==> src/rtl/riscv_pkg.sv <==
// Shared RISC-V core definitions: datapath width and data-memory arbiter types.
package riscv_pkg;

    localparam int unsigned XLEN       = 32;
    localparam int unsigned ARB_HOLD_W = 8;

    typedef enum logic [1:0] {
        ARB_IDLE,
        ARB_OWN0,
        ARB_OWN1
    } arb_state_e;

endpackage

==> src/rtl/riscv_rr_pick2.sv <==
// Combinational two-way round-robin picker; ptr selects the winner on a conflict.
module riscv_rr_pick2 (
    input  logic [1:0] req_i,
    input  logic       ptr_i,
    output logic [1:0] gnt_o
);

    always_comb begin
        gnt_o = req_i;
        if (req_i == 2'b11) begin
            gnt_o = ptr_i ? 2'b10 : 2'b01;
        end
    end

endmodule

==> src/rtl/riscv_dmem_arb.sv <==
// Round-robin data-memory arbiter between core (M0) and loader (M1) with bounded lock.
// Define RISCV_DMEM_ARB_STATS_EN to add saturating per-requester wait counters.
module riscv_dmem_arb #(
    parameter int unsigned XLEN     = riscv_pkg::XLEN,
    parameter int unsigned AW       = 30,
    parameter int unsigned MAX_HOLD = 8
) (
    input  logic            i_clk,
    input  logic            i_rst,
    input  logic            i_m0_req,
    input  logic            i_m0_we,
    input  logic            i_m0_lock,
    input  logic [XLEN-1:0] i_m0_addr,
    input  logic [XLEN-1:0] i_m0_wdata,
    output logic            o_m0_gnt,
    output logic            o_m0_rvalid,
    output logic [XLEN-1:0] o_m0_rdata,
    input  logic            i_m1_req,
    input  logic            i_m1_we,
    input  logic            i_m1_lock,
    input  logic [XLEN-1:0] i_m1_addr,
    input  logic [XLEN-1:0] i_m1_wdata,
    output logic            o_m1_gnt,
    output logic            o_m1_rvalid,
    output logic [XLEN-1:0] o_m1_rdata,
    output logic [AW-1:0]   o_mem_a,
    output logic [XLEN-1:0] o_mem_d,
    output logic            o_mem_we,
    input  logic [XLEN-1:0] i_mem_spo
`ifdef RISCV_DMEM_ARB_STATS_EN
    ,
    output logic [15:0]     o_m0_wait_cnt,
    output logic [15:0]     o_m1_wait_cnt
`endif
);

    import riscv_pkg::*;

    localparam logic [ARB_HOLD_W-1:0] HOLD_LAST = ARB_HOLD_W'(MAX_HOLD - 1);

    arb_state_e            state_q, state_d;
    logic                  ptr_q, ptr_d;
    logic [ARB_HOLD_W-1:0] hold_q, hold_d, hold_nxt;
    logic [1:0]            req, pick_gnt, gnt;
    logic                  own, sel, sel_we, sel_lock;
    logic [1:0]            rvalid_q;
    logic [XLEN-1:0]       rdata0_q, rdata1_q;
    logic                  unused_addr;

    assign req         = {i_m1_req, i_m0_req};
    assign unused_addr = ^{i_m0_addr, i_m1_addr};

    riscv_rr_pick2 u_pick (
        .req_i (req),
        .ptr_i (ptr_q),
        .gnt_o (pick_gnt)
    );

    always_comb begin
        state_d  = state_q;
        ptr_d    = ptr_q;
        hold_d   = hold_q;
        gnt      = 2'b00;
        own      = (state_q == ARB_OWN1);
        hold_nxt = hold_q + 8'd1;
        unique case (state_q)
            ARB_IDLE: begin
                gnt      = pick_gnt;
                hold_nxt = 8'd1;
            end
            ARB_OWN0, ARB_OWN1: begin
                if (req[own]) begin
                    gnt[own] = 1'b1;
                end else begin
                    // Owner walked away: hand priority to the other side.
                    state_d = ARB_IDLE;
                    hold_d  = '0;
                    ptr_d   = ~own;
                end
            end
            default: state_d = ARB_IDLE;
        endcase

        if (i_rst) begin
            gnt = 2'b00;
        end

        sel      = gnt[1];
        sel_we   = sel ? i_m1_we : i_m0_we;
        sel_lock = sel ? i_m1_lock : i_m0_lock;

        if (gnt != 2'b00) begin
            ptr_d = ~sel;
            // The grant that reaches MAX_HOLD-1 is serviced, then ownership drops.
            if (sel_lock && (hold_nxt < HOLD_LAST)) begin
                state_d = sel ? ARB_OWN1 : ARB_OWN0;
                hold_d  = hold_nxt;
            end else begin
                state_d = ARB_IDLE;
                hold_d  = '0;
            end
        end
    end

    always_comb begin
        o_mem_a  = '0;
        o_mem_d  = '0;
        o_mem_we = 1'b0;
        if (gnt != 2'b00) begin
            o_mem_a  = sel ? i_m1_addr[AW+1:2] : i_m0_addr[AW+1:2];
            o_mem_d  = sel ? i_m1_wdata : i_m0_wdata;
            o_mem_we = sel_we;
        end
    end

    always_ff @(posedge i_clk or posedge i_rst) begin
        if (i_rst) begin
            state_q <= ARB_IDLE;
            ptr_q   <= 1'b0;
            hold_q  <= '0;
        end else begin
            state_q <= state_d;
            ptr_q   <= ptr_d;
            hold_q  <= hold_d;
        end
    end

    always_ff @(posedge i_clk or posedge i_rst) begin
        if (i_rst) begin
            rvalid_q <= 2'b00;
            rdata0_q <= '0;
            rdata1_q <= '0;
        end else begin
            rvalid_q <= gnt & ~{i_m1_we, i_m0_we};
            if (gnt[0] && !i_m0_we) begin
                rdata0_q <= i_mem_spo;
            end
            if (gnt[1] && !i_m1_we) begin
                rdata1_q <= i_mem_spo;
            end
        end
    end

    assign o_m0_gnt    = gnt[0];
    assign o_m1_gnt    = gnt[1];
    assign o_m0_rvalid = rvalid_q[0];
    assign o_m1_rvalid = rvalid_q[1];
    assign o_m0_rdata  = rdata0_q;
    assign o_m1_rdata  = rdata1_q;

`ifdef RISCV_DMEM_ARB_STATS_EN
    logic [15:0] wait0_q, wait0_d, wait1_q, wait1_d;

    always_comb begin
        wait0_d = wait0_q;
        wait1_d = wait1_q;
        if (req[0] && !gnt[0] && (wait0_q != 16'hFFFF)) begin
            wait0_d = wait0_q + 16'd1;
        end
        if (req[1] && !gnt[1] && (wait1_q != 16'hFFFF)) begin
            wait1_d = wait1_q + 16'd1;
        end
    end

    always_ff @(posedge i_clk or posedge i_rst) begin
        if (i_rst) begin
            wait0_q <= '0;
            wait1_q <= '0;
        end else begin
            wait0_q <= wait0_d;
            wait1_q <= wait1_d;
        end
    end

    assign o_m0_wait_cnt = wait0_q;
    assign o_m1_wait_cnt = wait1_q;
`endif

endmodule

==> config.mk <==
export PLATFORM = sky130hd
export DESIGN_NAME = riscv_dmem_arb
export DESIGN_NICKNAME = d
export VERILOG_FILES = /design/src/rtl/riscv_pkg.sv /design/src/rtl/riscv_rr_pick2.sv /design/src/rtl/riscv_dmem_arb.sv
export SDC_FILE = /design/constraint.sdc
export NUM_CORES = 1
export LEC_CHECK = 0
export BUFFER_PORTS_ARGS = -buffer_cell sky130_fd_sc_hd__buf_2
export CAP_MARGIN = 10
export CORE_MARGIN = 10
export CORE_UTILIZATION = 25
export DETAILED_ROUTE_END_ITERATION = 10
export GPL_TIMING_DRIVEN = 0
export SETUP_SLACK_MARGIN = 0.05
export SYNTH_ARGS = -nofsm -noshare
export SYNTH_HDL_FRONTEND = slang
export SYNTH_SLANG_ARGS = --single-unit
==> constraint.sdc <==
create_clock -name i_clk -period 3.55 [get_ports i_clk]
set_input_delay 0.71 -clock i_clk [delete_from_list [all_inputs] [get_ports i_clk]]
set_output_delay 0.71 -clock i_clk [all_outputs]
set_load 0.05 [all_outputs]
==> reports/results.ini <==
[sta]
slew_violations = 0
max_freq_mhz = 293
post-route-period-util_pct = 96.0
setup_violations = 0
hold_ws_ns = 0.265
min_period_ns = 3.41
relSlewSlack_pct = 49.3
fin_skew_ns = 0.00859
rsz0062_at_grt = no
tightestPinTransition_ns = 0.761
hold_violations = 0

[power]
seq_power_share_pct = 24.4
comb_power_share_pct = 57.9
p_sw_mw = 3.15
swShare_pct = 52.7
ir_worst_vdd_uv = 393
finalPower_mw = 5.99
internal-power_mw = 2.83
clockPowerShare_pct = 17.7
power.density_nw_per_um2 = 991
power_leakage_nw = 3.20

[critical_path]
crit_family = buffers and inverters
path_cells = inv_1 > ha_1 > buf_2 > o21ai_1 > nor4_4 > buf_4 > clkbuf_4 > clkbuf_4 > a22o_1 > buf_4
critPathArrivalTime_ns = 2.70
slowest_delay_ns = 0.40
crit_path_start_kind = flop
worst_setup_path_end_kind = primary output
slowest_stage = dfrtp_1
path_class = flop to primary output
path_max_fanout = 10
critical_path_required_ns = 2.84
crit_buf_inv = 6

[global_routing]
grt_pass1_wl_um = 24800
overflow = 0
grt_pass1_vias = 4259
grt_max_degree = 77
antenna_found_initial = 3
track_usage_pct = 15.5

[outcome]
status = finished, final reports clean

[layout]
nNetsFinal = 788
synthToLayoutAreaGrowth_pct = 56.3
post-route-util_pct = 39.7
drive_above_1_share_pct = 54.9
stdcell_area_um2 = 6040
stdcell_count = 810

[synth]
syn_area_um2 = 3860
synth_top_area_share_pct = 49.9
async_reset_ff_share_pct = 100
ys_ff_latch = 77
synthTopCellsByArea = dfrtp_1 50%, mux2_1 19%, a22o_1 15%, buf_2 1.6%, ha_1 1.3%
synth_common_cells = 77 x dfrtp_1, 64 x a22o_1, 64 x mux2_1
synth_edf_count = 0
yosysSeqAreaShare_pct = 49.9
syn_inst = 308
synth.distinct_cells = 40
synth_area_per_cell_um2 = 12.5
synth.most_common_cell = dfrtp_1
ys_warn_count = 0
synth-main-ff-cell = dfrtp_1
yosysTopAreaCell = dfrtp_1
syn_nets = 480

[detailed_routing]
drt-vias-per-instance = 4.75
drtIter0Drc = 109
ant_nets = 0
drc = 0
dr.pass1.iters = 5
wirelength_um = 17000
vias = 3845
wl_per_cell_um = 20.9

[cts]
clock_tree.buffer_depth = 2
cts_sinks = 77
hold_buffers = 0
cts-root-buf = clkbuf_16
cts_tree = done
htreeDepth = 3
clk_pin_slew_worst_paths_ns = 0.06
clock_latency_ns = 0.33
cts_buffers = 9

[floorplan]
initial_utilization_pct = 25.4
rows = 45
core_area_um2 = 15200
die_w_um = 144
io_pins = 299
dieArea_um2 = 20800
die-height_um = 144

[place]
gp_congestion = 0.903
placedCellCount = 791
place_area_um2 = 5600
hpwl_um = 14500
port_buffers = 294

[hold_path]
hp-class = primary input to asynchronous set/reset pin

[run]
maxCapViolations = 0

repair_timing:
item	4_1_cts	5_1_grt
buffers inserted	0	2
pin swaps	0	1
setup endpoints to repair	48	60
cloned	0	0
resized for setup	4	27
cells by family after synthesis:
family,count (synthesis),synth area share (%)
AND/OR/NAND/NOR,39,5.83
XOR/XNOR,3,0.680
flip-flops,77,49.9
buffers and inverters,30,4.27
multiplexers,65,18.9
adder cells (fa/ha/maj),5,1.55
AO/OA/AOI/OAI,89,18.9
per-layer routing:
metal	wire length [um]	part of all wire [%]	track usage, %	vias up
li1	-	-	-	1787
met1	5990	35	15.2	1816
met2	8680	51	27.6	208
met3	1740	10	6.92	28
met4	521	3.1	6.97	6
met5	33	0.19	0	-
flip-flops by register name (all words and copies together) (netlist names):
| name | count |
|---|---|
| hold_q | 8 |
| o_m0_rdata | 32 |
| o_m1_rdata | 32 |
| ptr_q | 1 |
| rvalid_q | 2 |
| state_q | 2 |
stage by stage:
stage | TNS, ns | setup slack, ns
6_report | 0 | 0.142
5_1_grt | 0 | 0.0442
4_1_cts | 0 | 0.0834
3_5_place_dp | -0.0204 | -0.0204
3_3_place_gp | -0.588 | -0.0118
2_1_floorplan | 0 | 0.468
cell usage in the layout, fill, tap and decap left out, drive strengths merged, types with 2 or more instances in the layout:
cell / synthesis / routed
a21oi: 5 / 5
a22o: 64 / 64
a22oi: 3 / 3
and2: 5 / 5
buf: 19 / 294
bufinv: 0 / 3
clkbuf: 5 / 38
dfrtp: 77 / 77
ha: 4 / 4
inv: 6 / 7
mux2: 64 / 64
nand2: 11 / 11
nand2b: 2 / 2
nand3: 4 / 4
nand4: 2 / 2
nor2: 6 / 6
nor2b: 3 / 3
nor3b: 2 / 2
o21ai: 7 / 7
o31ai: 2 / 2
xnor2: 3 / 3
area by class of cell:
| class | count | area [um^2] |
|---|---|---|
| antenna | 1 | 2.50 |
| buffer | 24 | 161 |
| clock buffer | 11 | 243 |
| clock inverter | 5 | 106 |
| fill | 1490 | 9160 |
| inverter | 6 | 25.0 |
| multi-input combinational | 201 | 1780 |
| sequential | 77 | 1930 |
| tap | 188 | 235 |
| timing repair buffer | 297 | 1560 |
power groups by stage:
stage | logic, mW | registers, mW | clock network, mW
floorplan | 1.20 | 2.78 | 0
global placement | 3.41 | 1.46 | 0
detailed placement | 3.46 | 1.47 | 0
CTS | 3.47 | 1.46 | 1.09
global route | 3.62 | 1.51 | 1.14
finish | 3.47 | 1.46 | 1.06
worst paths after layout:
check | from | endpoint | slack, ns | cells past startpoint
max | state_q[0]$_DFFE_PP0P_ | o_mem_a[3] | 0.14 | 10
min in group i_clk | o_m1_rdata[14]$_DFFE_PP0P_ | o_m1_rdata[14]$_DFFE_PP0P_ | 0.48 | 1
max in group asynchronous | i_rst | o_m1_rdata[19]$_DFFE_PP0P_ | 2.73 | 3
max reg2reg | state_q[0]$_DFFE_PP0P_ | o_m1_rdata[16]$_DFFE_PP0P_ | 1.16 | 10
min reg2reg | o_m1_rdata[14]$_DFFE_PP0P_ | o_m1_rdata[14]$_DFFE_PP0P_ | 0.48 | 1
min | i_rst | ptr_q$_DFFE_PP0P_ | 0.27 | 2
No activity file was read; power rests on OpenSTA's default activity.
